## config.mk

```make
export PLATFORM = sky130hd
export DESIGN_NAME = alu_arbiter
export DESIGN_NICKNAME = d
export VERILOG_FILES = /design/src/rtl/alu_arbiter.sv
export SDC_FILE = /design/constraint.sdc
export NUM_CORES = 1
export LEC_CHECK = 0
export ABC_CLOCK_PERIOD_IN_PS = 7700
export CORE_MARGIN = 3
export CORE_UTILIZATION = 51
export DETAILED_ROUTE_END_ITERATION = 6
export MAX_ROUTING_LAYER = met4
export PLACE_DENSITY = 0.95
export SLEW_MARGIN = 20
export SYNTH_ARGS = -nofsm -noshare
export SYNTH_HDL_FRONTEND = slang
export SYNTH_SLANG_ARGS = --single-unit
```

## constraint.sdc

```tcl
create_clock -name clk -period 7.7 [get_ports clk]
set_input_delay 0.77 -clock clk [delete_from_list [all_inputs] [get_ports clk]]
set_output_delay 0.77 -clock clk [all_outputs]
set_load 0.005 [all_outputs]
```

## src/rtl/alu_arbiter.sv

```systemverilog
// Two-requester round-robin arbiter in front of a small ALU with a single
// registered result slot (valid/ready on both sides, 1-cycle latency).
module alu_arbiter #(
    parameter int WIDTH = 8
) (
    input  logic             clk,
    input  logic             rst_n,
    input  logic             req0_valid,
    output logic             req0_ready,
    input  logic [WIDTH-1:0] req0_a,
    input  logic [WIDTH-1:0] req0_b,
    input  logic [2:0]       req0_op,
    input  logic             req1_valid,
    output logic             req1_ready,
    input  logic [WIDTH-1:0] req1_a,
    input  logic [WIDTH-1:0] req1_b,
    input  logic [2:0]       req1_op,
    output logic             rsp_valid,
    input  logic             rsp_ready,
    output logic [WIDTH-1:0] rsp_result,
    output logic             rsp_id
);

    typedef enum logic {S_EMPTY = 1'b0, S_FULL = 1'b1} state_t;

    state_t           r_state;
    state_t           w_state_nxt;
    logic [WIDTH-1:0] r_result;
    logic             r_id;
    logic             r_last;

    logic             w_slot_free;
    logic             w_gnt_valid;
    logic             w_gnt_id;
    logic             w_accept;
    logic [WIDTH-1:0] w_a;
    logic [WIDTH-1:0] w_b;
    logic [2:0]       w_op;
    logic [WIDTH-1:0] w_alu;

    function automatic logic [WIDTH-1:0] alu_f(
        input logic [2:0]       op,
        input logic [WIDTH-1:0] a,
        input logic [WIDTH-1:0] b
    );
        logic [WIDTH-1:0] res;
        case (op)
            3'd1:    res = a - b;
            3'd2:    res = a & b;
            3'd3:    res = a | b;
            3'd4:    res = a ^ b;
            default: res = a + b;
        endcase
        return res;
    endfunction

    // A FULL slot frees up in the same cycle the consumer drains it.
    assign w_slot_free = (r_state == S_EMPTY) || rsp_ready;

    always_comb begin
        w_gnt_valid = req0_valid || req1_valid;
        w_gnt_id    = 1'b0;
        if (req0_valid && req1_valid) begin
            w_gnt_id = ~r_last;
        end else if (req1_valid) begin
            w_gnt_id = 1'b1;
        end
    end

    assign req0_ready = rst_n && w_slot_free && w_gnt_valid && (w_gnt_id == 1'b0);
    assign req1_ready = rst_n && w_slot_free && w_gnt_valid && (w_gnt_id == 1'b1);
    assign w_accept   = (req0_ready && req0_valid) || (req1_ready && req1_valid);

    assign w_a   = w_gnt_id ? req1_a  : req0_a;
    assign w_b   = w_gnt_id ? req1_b  : req0_b;
    assign w_op  = w_gnt_id ? req1_op : req0_op;
    assign w_alu = alu_f(w_op, w_a, w_b);

    always_comb begin
        w_state_nxt = r_state;
        case (r_state)
            S_EMPTY: if (w_accept) w_state_nxt = S_FULL;
            S_FULL:  if (rsp_ready && !w_accept) w_state_nxt = S_EMPTY;
            default: w_state_nxt = S_EMPTY;
        endcase
    end

    always_ff @(posedge clk) begin
        if (!rst_n) begin
            r_state <= S_EMPTY;
        end else begin
            r_state <= w_state_nxt;
        end
    end

    // Pointer starts at 1 so requester 0 wins the first contention.
    always_ff @(posedge clk) begin
        if (!rst_n) begin
            r_result <= '0;
            r_id     <= 1'b0;
            r_last   <= 1'b1;
        end else if (w_accept) begin
            r_result <= w_alu;
            r_id     <= w_gnt_id;
            r_last   <= w_gnt_id;
        end
    end

    assign rsp_valid  = (r_state == S_FULL);
    assign rsp_result = r_result;
    assign rsp_id     = r_id;

endmodule
```

* Word-level counts from Yosys, hierarchy flattened
Index checks and enable logic that the tools add are counted.
Operators by class: add/subtract/negate cells 2, equal/unequal tests 4, mux-type cells 9, bitwise operators 6, reduce and logical (&&, ||, !) cells 12
Operator list (count):
- $pmux W8 S4 | 1
- $mux W8 | 2
- $add A8 B8 Y8 | 1
- $and A8 B8 Y8 | 1
- $logic_and A1 B1 Y1 | 8
- $or A8 B8 Y8 | 1
- $sub A8 B8 Y8 | 1
- $xor A8 B8 Y8 | 1
- $eq A3 B2 Y1 const B | 2
- $mux W1 | 4
- $eq A3 B1 Y1 const B | 1
- $eq A3 B3 Y1 const B | 1
- $logic_or A1 B1 Y1 | 3
- $mux W3 | 1
- $not A1 Y1 | 3
- $pmux W1 S2 | 1
- $logic_not A1 Y1 | 1
Storage, ports and cells: bits in registers 11, input bits 43

* Logic depth before layout (Yosys ltp)
word-level depth 11, depth in mapped cells 15

* Least setup slack after synthesis
OpenSTA, ideal clock, no wires.
kind input to register, start in req1_valid, end reg r_result[6] (netlist: rsp_result[6]), setup time 0.128 ns, arrival time 3.256 ns, path slack 4.316 ns, stages on the path 14, cell sequence a21boi_2 buf_2 buf_1 nand2_1 and2_1 inv_1 ha_1 nor2b_1 o21ai_1 a21oi_1 o21a_1 or3_1 a31oi_1 o21ai_1
On the way: longest elaborated chain between the ends 6
RTL lines:
- start: declaration | line 13 | input logic req1_valid,
- branches (longest 6 deep; another with $add A8 B8 Y8)
- end signal: assignment | line 103 | r_result <= w_alu;
- end: declaration | line 28 | logic [WIDTH-1:0] r_result;
Parallel ways; which one is timed is not known. A chain may end at the register's enable or synchronous reset.

* Worst setup path in the final report
Same ends and word-level chain as after synthesis.

==> flow_metrics.env <==
export IMPL_clock_sinks=11
export IMPL_cts_buffers=3
export IMPL_hp_class="flip-flop to flip-flop"
export IMPL_cts_tree="done"
export IMPL_seq_area_um2=220
export IMPL_syn_nets=303
export IMPL_drt_iter0_drc=104
export IMPL_gp_congestion=0.969
export IMPL_die_h_um=64.0
export IMPL_slew_viol_final=0
export IMPL_worst_pin_slew_ns=0.819
export IMPL_yosysTopAreaCellShare=0.139
export IMPL_root_buffer="clkbuf_4"
export IMPL_max_slew_margin=0.438
export IMPL_clock_path_buffers=2
export IMPL_synth_cell_type_count=54
export IMPL_post_dp_cell_area_um2=2280
export IMPL_via_count=1957
export IMPL_layout_common_cells="54 x clkdlybuf4s50_1, 36 x nand2_1, 19 x inv_1, 19 x ha_1, 16 x a21oi_1"
export IMPL_grt_pass1_wl_um=8010
export IMPL_row_count=20
export IMPL_final_common_cell="clkdlybuf4s50_1"
export IMPL_start_util=0.548
export IMPL_pwr_density_cell_nw_per_um2=129
export IMPL_syn_area_um2=1710
export IMPL_num_antenna_cells=0
export IMPL_synth_seq_cells=11
export IMPL_synth_main_ff_cell="dfxtp_1"
export IMPL_fill_cells=253
export IMPL_synth_edf_count=0
export IMPL_fmax_mhz=247
export IMPL_critPathArrivalTime_ns=4.20
export IMPL_worstSetupStartpointType="primary input"
export IMPL_run_status="completed"
export IMPL_die_area_um2=4090
export IMPL_grt_antenna_before_repair=0
export IMPL_critPathKind="primary input to flip-flop"
export IMPL_hp_start="rsp_result[4]"
export IMPL_synth_cells=240
export IMPL_crit_path_max_fanout=28
export IMPL_layout_area_overhead_vs_synth_pct=34.9
export IMPL_min_period_ns=4.05
export IMPL_yosysTopAreaCell="ha_1"
export IMPL_cts_hold_buf=0
export IMPL_firstDrtPassIters=4
export IMPL_setup_violations_final=0
export IMPL_port_buffers=54
export IMPL_final_nets=356
export IMPL_timing_rr_end="rsp_result[6]"
export IMPL_io_pins=55
export IMPL_grt_pass1_vias=1880
export IMPL_rsz0062_at_grt="false"
export IMPL_min_path_cells=2
export IMPL_wire_per_inst_um=14.3
export IMPL_clk_pin_slew_worst_paths_ns=0.07
export IMPL_die_w_um=64.0
export IMPL_multiInputGateArea_um2=1390
export IMPL_power_leakage_nw=1.00
export IMPL_grt_overflow=0
export IMPL_worst_setup_path_end_kind="flip-flop"
export IMPL_ir_drop_mv=0.0773
export IMPL_viasPerCell=5.82
export IMPL_tns_ns=0
export IMPL_cts_setup_buffers=0
export IMPL_core_area_um2=3130
export IMPL_synthTopCellsByArea="ha_1 14%, dfxtp_1 13%, nand2_1 7.9%, a21oi_1 4.7%, mux2i_1 4.7%"
export IMPL_async_flop_share=0
export IMPL_hold_viol_final=0
export IMPL_wirelength_um=4800
export IMPL_dpl_hpwl_um=3930
export IMPL_post_cts_resized=0
export IMPL_grt_total_usage=0.244
export IMPL_period_share=0.525
export IMPL_reg2reg_setup_slack_ns=4.37
export IMPL_insertion_delay_ns=0.26
export IMPL_fin_area_um2=2310
export IMPL_seq_area_frac_synth=0.129
export IMPL_htree_levels=1
export IMPL_synth_avg_cell_area_um2=7.14
export IMPL_drive_above_1_share=0.0548
export IMPL_cap_viol_max_count=0
export IMPL_skew_ns=0.00357
export IMPL_synth_warnings=0
export IMPL_rr_startpoint="r_last"
export IMPL_antenna_left=0
export IMPL_grt_max_degree=33
export IMPL_required_ns=7.85
export IMPL_drc=0
export IMPL_hold_path_end="rsp_result[4]"
export IMPL_reg2regPathDepth=14
-- synthesized netlist by cell type (3+ instances only) --
master	instances
ha_1	19
nand2_1	36
a31oi_1	4
a21oi_1	16
nor2_1	13
nor2b_1	3
and2_1	8
o21ai_0	15
mux2i_1	8
inv_1	19
nor3_1	9
o21ai_1	4
buf_2	4
nand2b_1	8
nand3_1	6
or3_1	3
dfxtp_1	11
xnor2_1	9
-- worst max-delay path: stages --
cell and delay (ns):
clkdlybuf4s50_1 0.50, a21boi_2 0.17, buf_4 0.32, nor2_1 0.10
a21oi_1 0.39, o311ai_0 0.26, xnor2_1 0.18, ha_1 0.36
nor2b_1 0.16, o21ai_1 0.17, a21oi_1 0.12, o21a_1 0.18
or3_1 0.30, a31oi_1 0.17, o21ai_1 0.07
-- area by class of cell --
class                           instances  share of cell area
Tap cell                               44              0.0238
Inverter                               19              0.0309
Multi-Input combinational cell        203               0.602
Clock buffer                            4              0.0114
Timing Repair Buffer                   55               0.237
Sequential cell                        11              0.0953
-- stage by stage --
stage	power [mW]	utilization	hold WS [ns]	instances	setup WS, ns
3_5_place_dp	0.257	0.730	0.445	332	3.43
4_1_cts	0.296	0.739	0.458	336	3.71
2_1_floorplan	0.188	-	0.450	240	4.32
6_report	0.297	0.739	0.458	336	3.65
5_1_grt	0.322	0.739	0.512	336	3.41
3_3_place_gp	0.250	0.730	0.445	332	3.57
-- registers in the layout, indices dropped and copies added (netlist names) --
name        count
r_last          1
rsp_id          1
rsp_result      8
rsp_valid       1
-- cell families (layout without fill, tap and decap cells) --
kind of cell / count (synthesis) / after routing / share of synthesized area
XOR/XNOR: 11 / 11 / 0.0562
flip-flops: 11 / 11 / 0.129
AND/OR/NAND/NOR: 97 / 97 / 0.289
buffers and inverters: 26 / 78 / 0.0599
adder cells (fa/ha/maj): 20 / 20 / 0.150
AO/OA/AOI/OAI: 65 / 65 / 0.252
multiplexers: 10 / 10 / 0.0635
-- worst max path at each step --
stage	startpoint	to	slack (ns)	depth (start not counted)
final	req1_valid	rsp_result[6]	3.65	15
after global routing	req1_valid	rsp_result[6]	3.41	15
after CTS	req1_valid	rsp_result[6]	3.71	15
after detailed placement	req1_valid	rsp_result[6]	3.43	15
after global placement	req1_valid	rsp_result[6]	3.57	15
after floorplan	req1_valid	rsp_result[6]	4.32	14
-- routing by layer --
layer / part of all wire / up-vias / GRT usage
met5: 0 / - / -
met4: 0.033 / 0 / 0.0755
met3: 0.061 / 18 / 0.0404
met2: 0.50 / 94 / 0.431
met1: 0.41 / 885 / 0.279
li1: - / 960 / -
-- power breakdown --
part	internal, mW	switching, mW	total (mW)
Clock	0.0200	0.0181	0.0381
Sequential	0.0656	0.00478	0.0704
Combinational	0.0938	0.0946	0.188
(Power assumes the default switching activity.)
==> edit, RTL diff (config.mk and constraints unchanged) <==
The parameter `WIDTH` goes from 8 to 9.
--- a/src/rtl/alu_arbiter.sv
+++ b/src/rtl/alu_arbiter.sv
@@ -1,7 +1,7 @@
 // Two-requester round-robin arbiter in front of a small ALU with a single
 // registered result slot (valid/ready on both sides, 1-cycle latency).
 module alu_arbiter #(
-    parameter int WIDTH = 8
+    parameter int WIDTH = 9
 ) (
     input  logic             clk,
     input  logic             rst_n,
Ports: changed (5 resized); port bits go from 55 to 60. The function was not compared with the original's and may differ.
==> edit against the unedited design <==
  * Register-to-register slack worse by 200 ps
  * Area after synthesis is 10% higher
  * Total power grew 15%
  * Wire length rose by 15%
  * Sequential power is 10% higher
  * Setup slack got worse by 180 ps
  * Final area grew 10%
  * Synthesized cell count increased by 9.6%
  * Maximum frequency decreased by 4.2%
  * Clock power rose by 48%
  * Sequential cell count increased by 1
==> edit: results (changes against the unedited design) <==
INFO  metric outcome = finished, final reports clean (unchanged)
INFO  metric hold_start = rsp_result[5]$_SDFFE_PN0P_ (was rsp_result[4]$_SDFFE_PN0P_)
INFO  metric drive_gt1_share = 3.785% (was 5.479%)
INFO  metric grt_pass1_vias = 2084 (was 1880)
INFO  metric synth_compound_area_share = 22.08% (was 25.20%)
INFO  metric vdd_ir_drop_max = 0.08004 mV (was 0.07728 mV)
INFO  metric yosys.cell_types.count = 48 (was 54)
INFO  metric hpwl_detailed = 4327 um (was 3929 um)
INFO  metric num_antenna_cells = 0 (unchanged)
INFO  metric finalClockSkew = 5.294 ps (was 3.572 ps)
INFO  metric worst_slew_margin_rel = 58.87% (was 43.81%)
INFO  metric synthAdderAreaFrac = 17.64% (was 15.05%)
INFO  metric first_pass_iters = 5 (was 4)
INFO  metric netlist_top_cells_area = ha_1, dfxtp_1, nand2_1 (unchanged)
INFO  metric clk_latency = 240 ps (was 260 ps)
INFO  metric ff2ff_path_depth = 16 (was 14)
INFO  metric cp_data_arrival_time = 4380 ps (was 4200 ps)
INFO  metric reg2reg_setup_slack = 4170 ps (was 4370 ps)
INFO  metric hp-class = reg2reg (unchanged)
INFO  metric crit_path_end = rsp_result[7]$_SDFFE_PN0P_ (was rsp_result[6]$_SDFFE_PN0P_)
INFO  metric largest_register_ffs = 9 (was 8)
INFO  metric clk_root_buffer_cell = clkbuf_8 (was clkbuf_4)
INFO  metric grt_start_max_net_pins = 29 (was 33)
INFO  metric critical_path.max_fanout = 27 (was 28)
INFO  metric grt_first_pass_wirelength = 9218 um (was 8010 um)
INFO  metric detail_route.vias_per_cell = 5.953 (was 5.824)
INFO  metric post_synth_mux_area_share = 5.769% (was 6.355%)
INFO  metric port_buffers = 59 (was 54)
INFO  metric first_iter_violations = 191 (was 104)
INFO  metric grt_use_total = 27.00% (was 24.37%)
INFO  metric design.final.nets = 392 (was 356)
INFO  metric fmaxAchievable = 0.2369 GHz (was 0.2472 GHz)
INFO  metric cp-startpoint = req0_valid (was req1_valid)
INFO  metric leakage = 1.106 nW (was 1.003 nW)
INFO  metric clk_pin_slew_worst_paths = 50 ps (was 70 ps)
INFO  metric mappedNetlistNets = 336 (was 303)
INFO  metric post_synth_xor_area_fraction = 5.570% (was 5.625%)
INFO  metric dr_wl_cell = 15.19 um (was 14.27 um)
INFO  metric place_ws = 3332 ps (was 3435 ps)
INFO  metric gp_congestion = 0.9234 (was 0.9694)
INFO  metric synth_sequential_area_ratio = 12.73% (was 12.86%)
INFO  metric ys_top_cells_by_count = nand2_1, ha_1, inv_1 (unchanged)
edit: cell types whose count changed in the layout (fill, tap and decap cells not counted), moves of 4 or more:
cell and delta:
nand2_1 +8, and2_1 +7, ha_1 +6, clkdlybuf4s50_1 +5
nor3b_1 +5, nand2b_1 -4
edit: cell type report:
cell class | count | area (um2)
Timing Repair Buffer | 61 | 605.6
Fill cell | 249 | 899.6
Multi-Input combinational cell | 222 | 1526
Inverter | 19 | 71.32
Sequential cell | 12 | 240.2
Tap cell | 46 | 57.56
Clock buffer | 3 | 41.29
edit: cell families after synthesis:
group / count (synthesis)
and+or+nand+nor: 113
AOI/OAI and AO/OA: 61
buffers and inverters: 29
adders and majority gates: 26
xor gates and xnor gates: 12
DFF: 12
muxes: 10
edit: worst min-delay path by stage:
| stage | endpoint | slack, ps | depth (start not counted) |
|---|---|---|---|
| final | rsp_result[5]$_SDFFE_PN0P_ | 470 | 2 |
| after global routing | rsp_result[5]$_SDFFE_PN0P_ | 480 | 2 |
| after CTS | rsp_result[5]$_SDFFE_PN0P_ | 470 | 2 |
| after detailed placement | rsp_result[5]$_SDFFE_PN0P_ | 460 | 2 |
| after global placement | rsp_result[5]$_SDFFE_PN0P_ | 450 | 2 |
| after floorplan | rsp_result[5]$_SDFFE_PN0P_ | 450 | 2 |
edit: worst max-delay path, cell delays in order:
cell             delay, ps
clkdlybuf4s50_1        530
a21bo_1                140
buf_4                  300
nand2_1                 90
nand2_1                110
inv_1                   80
ha_1                   230
nor3b_1                160
mux2i_1                280
nand2_1                120
xnor2_1                150
ha_1                   310
o21a_1                 210
o31a_1                 120
o21a_1                 190
or4_1                  490
o211ai_1               100
edit: report_power, final:
part | internal, W | leakage (nW) | switching [W]
clock network | 0.0000344 | 0.0216 | 0.0000219
registers | 0.0000722 | 0.0999 | 0.00000529
logic | 0.000103 | 0.985 | 0.000104
total | 0.000210 | 1.11 | 0.000131
edit: through the flow:
stage | instances | power (W) | utilization (%) | cell area (um2)
floorplan | 263 | 0.0002045 | - | 1887
global placement | 360 | 0.0002710 | 72.66 | 2501
detailed placement | 360 | 0.0002794 | 72.66 | 2501
CTS | 363 | 0.0003374 | 73.86 | 2542
global route | 363 | 0.0003656 | 73.86 | 2542
finish | 363 | 0.0003409 | 73.86 | 2542
edit: per-layer routing:
| metal | up-vias | part of all wire, % | GRT usage [%] |
|---|---|---|---|
| met1 | 984 | 38 | 29.50 |
| met3 | 31 | 7.2 | 5.059 |
| li1 | 1032 | - | - |
| met5 | - | 0 | - |
| met2 | 114 | 50 | 48.14 |
| met4 | 0 | 4.1 | 10.41 |
